**src/rtl/rojobot_video_pkg.sv**
```systemverilog
// Shared definitions for the Rojobot video path.
// Provides the heading encoding carried in bot_info[2:0], the transparent
// icon code, and default geometry values for the icon generator.
package rojobot_video_pkg;

   // Heading values in 45-degree steps, clockwise from north
   typedef enum logic [2:0] {
      HDG_N  = 3'd0,
      HDG_NE = 3'd1,
      HDG_E  = 3'd2,
      HDG_SE = 3'd3,
      HDG_S  = 3'd4,
      HDG_SW = 3'd5,
      HDG_W  = 3'd6,
      HDG_NW = 3'd7
   } heading_e;

   localparam logic [1:0] ICON_TRANSPARENT = 2'b00;

   // World cell -> display pixel scaling, icon edge and world display extent
   localparam int SCALE_SHIFT = 2;
   localparam int ICON_SIZE   = 16;
   localparam int WORLD_PIX   = 512;

endpackage

```
**src/rtl/bot_icon_gen_if.sv**
```systemverilog
// Pixel/pose bus between the video timing side and the bot icon generator.
//   frame_start   : one-cycle pulse at start of vertical blanking
//   video_on_in   : active-video flag
//   pixel_row/col : current display coordinate (10 bits each)
//   loc_x/loc_y   : bot world position (bit 7 ignored)
//   bot_info      : [2:0] heading
//   icon          : 2-bit icon pixel code returned by the generator
//   video_on_out  : video_on_in delayed to line up with icon
// master drives the pixel/pose inputs; slave is the icon generator.
interface bot_icon_gen_if;
   logic       frame_start;
   logic       video_on_in;
   logic [9:0] pixel_row;
   logic [9:0] pixel_column;
   logic [7:0] loc_x;
   logic [7:0] loc_y;
   logic [7:0] bot_info;
   logic [1:0] icon;
   logic       video_on_out;

   modport master (
      output frame_start, video_on_in, pixel_row, pixel_column,
             loc_x, loc_y, bot_info,
      input  icon, video_on_out
   );

   modport slave (
      input  frame_start, video_on_in, pixel_row, pixel_column,
             loc_x, loc_y, bot_info,
      output icon, video_on_out
   );
endinterface

```
**src/rtl/bot_icon_gen_icon_rom.sv**
```systemverilog
// Combinational icon bitmap table: two 16x16 bitmaps of 2-bit codes.
//   base : 0 = cardinal (north-pointing) bitmap, 1 = diagonal (NE-pointing)
//   sr   : source row 0..15
//   sc   : source column 0..15
//   code : 2-bit pixel code (00 transparent)
// Each row is packed with column 0 in the two most significant bits.
module icon_rom (
   input  logic       base,
   input  logic [3:0] sr,
   input  logic [3:0] sc,
   output logic [1:0] code
);

   localparam logic [31:0] BMP_N [16] = '{
      32'h4003C002, 32'h000FF000, 32'h003FF800, 32'h00FFFF00,
      32'h03FAAFC0, 32'h0FEAABF0, 32'h3EAAAABC, 32'h02AAAA80,
      32'h02A55A80, 32'h02A55A80, 32'h02A55A80, 32'h02AAAA80,
      32'h02AAAA80, 32'h00000000, 32'h01000000, 32'h80000002
   };

   localparam logic [31:0] BMP_NE [16] = '{
      32'h000000FE, 32'h000003FC, 32'h00000FAC, 32'h0000FEA8,
      32'h0003FA90, 32'h000FE940, 32'h003E9400, 32'h00F95000,
      32'h03E54000, 32'h0F950000, 32'h3E540000, 32'h39400000,
      32'h25000000, 32'h10000000, 32'h00000000, 32'hC0000001
   };

   logic [31:0] row_bits;

   // Column c lives at bit offset 2*(15-c), which is {~c, 1'b0}
   always_comb begin
      row_bits = base ? BMP_NE[sr] : BMP_N[sr];
      code     = row_bits[{~sc, 1'b0} +: 2];
   end

endmodule

```
**src/rtl/bot_icon_gen.sv**
```systemverilog
// Rojobot icon generator.
// For each display pixel, decides whether it lies in the 16x16 icon window
// centred on the bot and returns the oriented bitmap code, else transparent.
// The bot pose is captured once per frame so the icon never tears.
// Ports:
//   clock : pixel clock
//   rst   : synchronous, active-high reset
//   bus   : bot_icon_gen_if slave (pixel/pose inputs, icon/video_on_out)
// Latency from pixel inputs to icon/video_on_out is two clocks.
module bot_icon_gen #(
   parameter int SCALE_SHIFT = rojobot_video_pkg::SCALE_SHIFT,
   parameter int ICON_SIZE   = rojobot_video_pkg::ICON_SIZE,
   parameter int WORLD_PIX   = rojobot_video_pkg::WORLD_PIX
) (
   input  logic         clock,
   input  logic         rst,
   bot_icon_gen_if.slave bus
);
   import rojobot_video_pkg::*;

   localparam logic signed [10:0] ICON_EDGE = 11'(ICON_SIZE);
   localparam logic signed [10:0] ICON_HALF = 11'(ICON_SIZE / 2);
   localparam logic        [10:0] WORLD_LIM = 11'(WORLD_PIX);

   // Frame-latched pose
   logic [6:0] pose_x_q, pose_x_d;
   logic [6:0] pose_y_q, pose_y_d;
   heading_e   hdg_q, hdg_d;

   // Stage 1
   logic       in_win_q, in_win_d;
   logic       base_q, base_d;
   logic [3:0] sr_q, sr_d;
   logic [3:0] sc_q, sc_d;
   logic       von1_q, von1_d;

   // Stage 2
   logic [1:0] icon_q, icon_d;
   logic       von2_q, von2_d;

   logic signed [10:0] x0, y0, dx, dy;
   logic [3:0]         lc, lr;
   logic [1:0]         rom_code;
   logic               unused_bits;

   assign unused_bits = ^{bus.loc_x[7], bus.loc_y[7], bus.bot_info[7:3]};

   icon_rom u_rom (
      .base (base_q),
      .sr   (sr_q),
      .sc   (sc_q),
      .code (rom_code)
   );

   // Window test and rotation use the currently latched pose, so a pixel
   // arriving alongside frame_start still sees the previous frame's pose.
   always_comb begin
      pose_x_d = pose_x_q;
      pose_y_d = pose_y_q;
      hdg_d    = hdg_q;
      if (bus.frame_start) begin
         pose_x_d = bus.loc_x[6:0];
         pose_y_d = bus.loc_y[6:0];
         hdg_d    = heading_e'(bus.bot_info[2:0]);
      end

      // Window origin may go negative near the left/top world edge
      x0 = $signed(11'(pose_x_q) << SCALE_SHIFT) - ICON_HALF;
      y0 = $signed(11'(pose_y_q) << SCALE_SHIFT) - ICON_HALF;
      dx = $signed({1'b0, bus.pixel_column}) - x0;
      dy = $signed({1'b0, bus.pixel_row}) - y0;
      lc = dx[3:0];
      lr = dy[3:0];

      in_win_d = (dx >= 0) && (dx < ICON_EDGE) &&
                 (dy >= 0) && (dy < ICON_EDGE) &&
                 ({1'b0, bus.pixel_column} < WORLD_LIM) &&
                 ({1'b0, bus.pixel_row} < WORLD_LIM);
      base_d   = hdg_q[0];
      von1_d   = bus.video_on_in;

      // Odd headings use the diagonal bitmap; hdg[2:1] counts clockwise
      // quarter-turns applied by reading the source bitmap rotated back.
      sr_d = lr;
      sc_d = lc;
      case (hdg_q[2:1])
         2'd0: begin sr_d = lr;  sc_d = lc;  end
         2'd1: begin sr_d = ~lc; sc_d = lr;  end
         2'd2: begin sr_d = ~lr; sc_d = ~lc; end
         2'd3: begin sr_d = lc;  sc_d = ~lr; end
      endcase

      icon_d = (in_win_q && von1_q) ? rom_code : ICON_TRANSPARENT;
      von2_d = von1_q;
   end

   // Reset clears the pose and flushes both pipeline stages
   always_ff @(posedge clock) begin
      if (rst) begin
         pose_x_q <= '0;
         pose_y_q <= '0;
         hdg_q    <= HDG_N;
         in_win_q <= 1'b0;
         base_q   <= 1'b0;
         sr_q     <= '0;
         sc_q     <= '0;
         von1_q   <= 1'b0;
         icon_q   <= ICON_TRANSPARENT;
         von2_q   <= 1'b0;
      end else begin
         pose_x_q <= pose_x_d;
         pose_y_q <= pose_y_d;
         hdg_q    <= hdg_d;
         in_win_q <= in_win_d;
         base_q   <= base_d;
         sr_q     <= sr_d;
         sc_q     <= sc_d;
         von1_q   <= von1_d;
         icon_q   <= icon_d;
         von2_q   <= von2_d;
      end
   end

   assign bus.icon         = icon_q;
   assign bus.video_on_out = von2_q;

endmodule

```
**src/flat_wrapper.sv**
```systemverilog
// flat-port wrapper written by rule: the top's interface ports become plain ports
module bot_icon_gen_flat import rojobot_video_pkg::*;
#(
   parameter int SCALE_SHIFT = rojobot_video_pkg::SCALE_SHIFT,
   parameter int ICON_SIZE   = rojobot_video_pkg::ICON_SIZE,
   parameter int WORLD_PIX   = rojobot_video_pkg::WORLD_PIX
)
  (clock, rst, bus_frame_start, bus_video_on_in, bus_pixel_row, bus_pixel_column, bus_loc_x, bus_loc_y, bus_bot_info, bus_icon, bus_video_on_out);
  bot_icon_gen_if bus_i ();
  input  logic clock;
  input  logic rst;
  input wire logic [$bits(bus_i.frame_start)-1:0] bus_frame_start;
  input wire logic [$bits(bus_i.video_on_in)-1:0] bus_video_on_in;
  input wire logic [$bits(bus_i.pixel_row)-1:0] bus_pixel_row;
  input wire logic [$bits(bus_i.pixel_column)-1:0] bus_pixel_column;
  input wire logic [$bits(bus_i.loc_x)-1:0] bus_loc_x;
  input wire logic [$bits(bus_i.loc_y)-1:0] bus_loc_y;
  input wire logic [$bits(bus_i.bot_info)-1:0] bus_bot_info;
  output wire logic [$bits(bus_i.icon)-1:0] bus_icon;
  output wire logic [$bits(bus_i.video_on_out)-1:0] bus_video_on_out;
  assign bus_i.frame_start = bus_frame_start;
  assign bus_i.video_on_in = bus_video_on_in;
  assign bus_i.pixel_row = bus_pixel_row;
  assign bus_i.pixel_column = bus_pixel_column;
  assign bus_i.loc_x = bus_loc_x;
  assign bus_i.loc_y = bus_loc_y;
  assign bus_i.bot_info = bus_bot_info;
  assign bus_icon = bus_i.icon;
  assign bus_video_on_out = bus_i.video_on_out;
  bot_icon_gen #(.SCALE_SHIFT(SCALE_SHIFT), .ICON_SIZE(ICON_SIZE), .WORLD_PIX(WORLD_PIX)) u_core (.clock(clock), .rst(rst), .bus(bus_i));
endmodule
```
**config.mk**
```make
export PLATFORM = sky130hd
export DESIGN_NAME = bot_icon_gen_flat
export DESIGN_NICKNAME = d
export VERILOG_FILES = /design/src/rtl/rojobot_video_pkg.sv /design/src/rtl/bot_icon_gen_if.sv /design/src/rtl/bot_icon_gen_icon_rom.sv /design/src/rtl/bot_icon_gen.sv /design/src/flat_wrapper.sv
export SDC_FILE = /design/constraint.sdc
export NUM_CORES = 1
export LEC_CHECK = 0
export CAP_MARGIN = 25
export CORE_MARGIN = 2
export CORE_UTILIZATION = 55
export CTS_CLUSTER_SIZE = 8
export DETAILED_ROUTE_END_ITERATION = 12
export PLACE_DENSITY = 0.81
export SYNTH_ARGS = -nofsm -noshare
export SYNTH_HDL_FRONTEND = slang
export SYNTH_HIERARCHICAL = 1
export SYNTH_SLANG_ARGS = --single-unit
export TNS_END_PERCENT = 10
```
**constraint.sdc**
```tcl
create_clock -name clock -period 3.3 [get_ports clock]
set_input_delay 0.66 -clock clock [delete_from_list [all_inputs] [get_ports clock]]
set_output_delay 0.66 -clock clock [all_outputs]
set_load 0.005 [all_outputs]
```
Word-level counts from Yosys, hierarchy flattened
Memories as Yosys holds them, arrays and structs flattened.
Index checks and enable logic that the tools add are counted.
{"block": "op_classes", "n_shift": 1, "mux": 7, "add_sub_neg": 4, "n_div": 0, "order_cmp": 7, "n_eq_ne": 3, "n_bitwise": 5, "mul": 0, "n_reduce_logical": 8}
{"cell": "2-to-1 mux 32 bit", "n": 5}
{"cell": "case mux 4 bit (4 select lines)", "n": 2}
{"cell": "indexed part select 32 x 6 -> 2 bit", "n": 1}
{"cell": "greater-or-equal comparator 11 x 1 -> 1 bit (second input constant)", "n": 2}
{"cell": "< comparator 11 x 6 -> 1 bit (second input constant)", "n": 2}
{"cell": "subtractor 11 x 10 -> 11 bit", "n": 2}
{"cell": "< comparator 10 bit (second input constant)", "n": 2}
{"cell": "subtractor 9 x 4 -> 10 bit (second input constant)", "n": 2}
{"cell": "inverter 4 bit", "n": 3}
{"cell": "logical AND 1 bit", "n": 6}
{"cell": "greater-or-equal comparator 5 bit (second input constant)", "n": 1}
{"cell": "inverter 4 -> 5 bit", "n": 1}
{"cell": "== test 2 bit (second input constant)", "n": 2}
{"cell": "== test 2 x 1 -> 1 bit (second input constant)", "n": 1}
{"cell": "logical NOT 2 bit", "n": 1}
{"cell": "OR reduction 2 bit", "n": 1}
{"cell": "inverter 1 bit", "n": 1}
{"block": "totals", "output_inout_bits": 3, "ram_bits": 0, "elab_cells": 47, "ff_bits": 31, "latch_bits": 0, "input_bits": 48, "mem_bits_ro": 1024, "mem_count": 2}
{"memory": "(name not given)", "depth": 16, "word_bits": 32, "rd": 1, "rd_ports_with_merged_regs": 0, "write_ports": 0, "line_no": "bot_icon_gen_icon_rom.sv:32", "source": "row_bits = base ? BMP_NE[sr] : BMP_N[sr];"}
{"memory": "(name not given)", "depth": 16, "word_bits": 32, "rd": 1, "rd_ports_with_merged_regs": 0, "write_ports": 0, "line_no": "bot_icon_gen_icon_rom.sv:32"}

Logic depth before layout (Yosys ltp)
{"block": "depth", "word_depth": 8, "ltp_mapped": 11, "mapped_depth_nobuf": 11}

Hierarchy
The synthesis kept the hierarchy.
{"module": "bot_icon_gen", "seq_area_each_um2": 620.6, "area_per_inst_um2": 1960.6, "cells_each": 216, "n_inst": 1}
{"module": "icon_rom", "seq_area_each_um2": 0.0, "area_per_inst_um2": 1182.4, "cells_each": 177, "n_inst": 1}

Least setup slack after synthesis
Ideal clock, no wire load.
{"block": "synth_timing", "kind": "input -> register", "start": "in bus_pixel_row[2]", "end": "reg u_core.in_win_q", "stages": 10, "arrival_time_ns": 2.363, "required_time_ns": 3.212, "path_buffers": 0, "path_slack_ns": 0.849, "setup_time_ns": 0.088, "cell_sequence": "inv_1 ha_1 inv_1 fa_1 a211oi_1 xor2_1 nand3_1 a211oi_2 nand4_1 nor4_2"}
{"block": "synth_between", "elab_chain_len": 6, "word_cells_on_any_way": 8, "classes_between": "add/sub (1); order compare (3); reduce/logical (4)"}
{"item": "start, declared", "line_no": "flat_wrapper.sv:14", "source": "input wire logic [$bits(bus_i.pixel_row)-1:0] bus_pixel_row;"}
{"item": "subtractor 11 x 10 -> 11 bit", "line_no": "bot_icon_gen.sv:71", "source": "dy = $signed({1'b0, bus.pixel_row}) - y0;"}
{"item": "greater-or-equal comparator 11 x 1 -> 1 bit", "line_no": "bot_icon_gen.sv:76", "source": "(dy >= 0) && (dy < ICON_EDGE) &&"}
{"item": "logical AND 1 bit", "line_no": "bot_icon_gen.sv:75", "source": "in_win_d = (dx >= 0) && (dx < ICON_EDGE) &&"}
{"item": "logical AND 1 bit (2 in a row)", "line_no": "bot_icon_gen.sv:76"}
{"item": "logical AND 1 bit (*)", "line_no": "bot_icon_gen.sv:77", "source": "({1'b0, bus.pixel_column} < WORLD_LIM) &&"}
{"item": "end signal, assigned", "line_no": "bot_icon_gen.sv:114", "source": "in_win_q <= in_win_d;"}
{"item": "end, declared", "line_no": "bot_icon_gen.sv:31", "source": "logic in_win_q, in_win_d;"}
Every way passes the cells marked *; elsewhere a longest branch is shown, timed or not.
A chain may end at the register's enable or synchronous reset.

Worst setup path after layout
Same ends and word-level chain as after synthesis.

==> run summary <==
The flow ran to the end, and the final reports show no timing, DRC or antenna violations. The tools report the sequential share of power as 30.3%. In the final layout, flip-flops and latches occupy 620.6 µm². The worst setup path is captured at a flip-flop.

The switching share of power works out to 36.10%. The total overflow left after global routing is 0. The arrival time reported for the critical path endpoint is 3.02 ns. The area share of the largest cell type after synthesis is 19.75%, and the final cycle utilization of the critical path is 85.71%. The number of filler cells placed in the layout came out at 473. The region available for standard cell placement spans 5507 µm².

In the final routed layout, each cell accounts on average for 14.97 µm. The synthesized area per cell works out to 7.997 µm². Half-perimeter wire length after placement: 5469 µm.

TritonCTS built the clock tree. Gates resized during post-CTS repair numbered 0. The synthesized netlist net count came out at 473.

The total of hold buffers inserted after clock tree synthesis came out at 0. The die is 79.60 µm tall. The worst setup path is launched from an input pin.

The final layout contains 506 nets. The clock passes through at most 2 buffers. Final-report max-slew violation count: 0. The critical path goes through clkdlybuf4s50_1 > inv_1 > ha_1 > inv_1 > fa_1 > a211oi_1 > xor2_1 > nand3_1 > a211oi_2 > nand4_1 > nor4_2. In this run the tool buffered the top-level ports with 43 buffer cells. In this run the remaining antenna-violating nets after routing total 0.

Using the TritonRoute via totals, the vias-per-cell ratio works out to 6.040. After synthesis, the share of flip-flops with an asynchronous set or reset is 0%. Top flip-flop cell by instance count after synthesis: dfxtp_1. The logs give 0.008062 ns for the final setup skew and 0 for the total count of hold-check failures in the final report. The count of flip-flops with a built-in enable after synthesis came out at 0.

The worst register-to-register path begins at u_core/sr_q[1]. The tools report the cell-internal power as 0.9478 mW. Summing all multi-input logic gate instances after layout gives 2315 µm². The most numerous cell type found on the critical path is inv_1. Entering global routing, the biggest net connects 41 pins.

Sorting the synthesized cells by area gives the leading types as dfxtp_1 20%, ha_1 12%, mux2i_1 8.0%. Among all cell types in the netlist, the one instantiated most often is nor2_1. Per report_power, the clock group accounts for 26.4% of the total. The run gives 43.3% as the part of the total power dissipated in combinational logic.

The path class of the tightest hold or removal check is reg2reg. The number of antenna diodes in the final layout is 0. Measured against its own limit, the worst slew margin works out to 32.43%.

The initial antenna violation count came out at 0. For the number of rows created at floorplan, the log shows 27. The critical path starts at bus_pixel_row[2]. The critical path ends at u_core/in_win_q.

Yosys printed 6 warnings. Measured in cells, the most critical reg-to-reg path has a length of 8. The total instance count after detailed placement was 491.

After synthesis the cells add up to 3143 µm². In this run the worst path has a maximum fanout of 3. With fillers left out, the area of the finished cells amounts to 3701 µm². After synthesis, the most frequently instantiated cells are 45 x nor2_1, 31 x dfxtp_1, 30 x ha_1. The analysis attributes to cell leakage a power of 1.536 nW.

The worst-path cell with the longest stage delay is fa_1. The run gives 12880 µm as the first-pass GRT wire length. In this run the critical register-to-register path is captured at u_core/bus.icon[0]. The critical path in this run is classified as in2reg. Max-cap violation count: 0. The part of the Yosys area used for sequential elements is 19.75%.

The die covers 6335 µm². The netlist uses 62 different library cells. CTS built an H-tree with a depth of 2. The routed design could run at a clock period as short as 2.828 ns. The setup check on the worst reg-to-reg path leaves a slack of 0.55 ns.

STA puts the critical path data required time at 3.50 ns. The standard cell area after detailed placement was 3583 µm². The maximum frequency from static timing analysis is 353.6 MHz, and the count of non-filler cells in the finished layout is 499. The area growth from synthesis to layout is 17.75%. For this run, the detailed router's first-pass iteration total came to 5. In this run the number of cells on the critical path is 11.

The number of buffer and inverter instances along the worst setup path is 3, and the maximum vdd ir drop is 0.3019 mV. After detailed routing, the number of remaining DRC violations is 0. The cell sitting at the root of the clock tree is a clkbuf_8. The overall power consumption is 1.483 mW, and the number of DRC markers after the initial detailed-route iteration is 419. Counting every instance in the synthesized netlist gives 393. For the overall track demand over capacity in global routing, the log shows 25.11%.

The clock latency of the later-clocked register in the worst-skew pair is 0.28 ns. Setup repair after global routing left no endpoint under its margin. The net load switching power was 0.5355 mW; the transition time of the tightest slew-check pin was 1.012 ns. The proportion of layout cells with a drive suffix above 1 is 6.792%. Number of storage elements in the synthesis netlist: 31. The die span in x was 79.60 µm. Total number of vias: 3014. For this run, the slowest stage of the critical path takes 0.42 ns. In this design, the largest share of critical-path delay is due to adder cells. Biggest area consumer among synthesized cells: dfxtp_1. Clock-pin slew was measured on the worst setup and hold paths at 0.07 ns.

The placer congestion estimate was 0.9783. Pin placement for this block handled 51 I/O pins. Buffers added to address setup during post-CTS repair amount to 0.

Clock sink count: 31. The via count of the first global-routing pass was 2857. Buffers inserted during clock tree synthesis total 5. For the final routed database, the setup TNS stands at 0 ns. Setup violations remaining at the end of the flow were counted as 0. The sum of routed wire length over all layers was 7472 µm; the final core utilization was 67.21%. Dividing total power by cell area gives a power density of 400.8 nW/µm².

For this configuration, the core starts out at a cell density of 57.08%.
==> registers in the layout, summed over array words and instances, names as in the netlist <==
signal,count
u_core/sc_q,4
u_core/base_q,1
u_core/bus.icon,2
u_core/pose_x_q,7
u_core/bus.video_on_out,1
u_core/in_win_q,1
u_core/pose_y_q,7
u_core/sr_q,4
u_core/hdg_q,3
u_core/von1_q,1
==> power by group through the flow <==
stage	clock [mW]	sequential [mW]	combinational, mW
2_1_floorplan	0	0.432	0.493
3_3_place_gp	0	0.456	0.607
3_5_place_dp	0	0.457	0.622
4_1_cts	0.399	0.449	0.630
5_1_grt	0.417	0.457	0.710
6_report	0.392	0.450	0.642
==> cells in the final DEF, fill, tap and decap left out, types with 6 or more instances in the layout <==
| cell | instances |
|---|---|
| a21oi_1 | 14 |
| nand2_1 | 25 |
| mux2i_1 | 25 |
| inv_1 | 22 |
| dfxtp_1 | 31 |
| xor2_1 | 9 |
| clkbuf_8 | 6 |
| a31oi_1 | 6 |
| ha_1 | 30 |
| clkdlybuf4s50_1 | 43 |
| nor3_1 | 6 |
| xnor2_1 | 17 |
| nand2b_1 | 7 |
| nor2_1 | 45 |
| nor2b_1 | 10 |
| o21ai_0 | 27 |
| buf_4 | 6 |
==> area by class of cell <==
cell class	count	share of cell area (%)
Sequential cell	31	16.77
Inverter	22	2.231
Timing Repair Buffer	49	12.85
Tap cell	72	2.434
Multi-Input combinational cell	317	62.54
Clock buffer	6	2.231
Clock inverter	2	0.9466
==> per-stage QoR <==
stage / worst slack [ns] / hold slack, ns
2_1_floorplan: 0.8494 / 0.4374
3_3_place_gp: 0.2819 / 0.4618
3_5_place_dp: 0.2222 / 0.4651
4_1_cts: 0.4925 / 0.4739
5_1_grt: 0.2805 / 0.4867
6_report: 0.4716 / 0.4676
==> how the worst min path moves through the flow <==
stage	from	to	slack, ns	cells after the start
after floorplan	u_core/hdg_q[0]	u_core/base_q	0.44	1
after global placement	u_core/hdg_q[0]	u_core/base_q	0.46	1
after detailed placement	u_core/hdg_q[0]	u_core/base_q	0.47	1
after CTS	u_core/hdg_q[0]	u_core/base_q	0.47	1
after global routing	u_core/hdg_q[0]	u_core/base_q	0.49	1
final	u_core/hdg_q[0]	u_core/base_q	0.47	1
==> layer usage <==
| layer | routed length [µm] | vias up | share of wire [%] | track usage, % |
|---|---|---|---|---|
| met1 | 3221 | 1357 | 43 | 33.20 |
| li1 | - | 1491 | - | - |
| met3 | 652 | 12 | 8.7 | 4.638 |
| met4 | 105 | 0 | 1.4 | 7.931 |
| met5 | 0 | - | 0 | 0 |
| met2 | 3493 | 154 | 47 | 41.18 |
==> logic make-up after synthesis <==
family,after synthesis,synth area share (%)
AOI/OAI and AO/OA,103,23.01
xor gates and xnor gates,26,7.245
adders and majority gates,32,13.22
buffers and inverters,45,6.608
DFF,31,19.75
muxes,29,10.11
and+or+nand+nor,127,20.06
(Power assumes the default switching activity.)
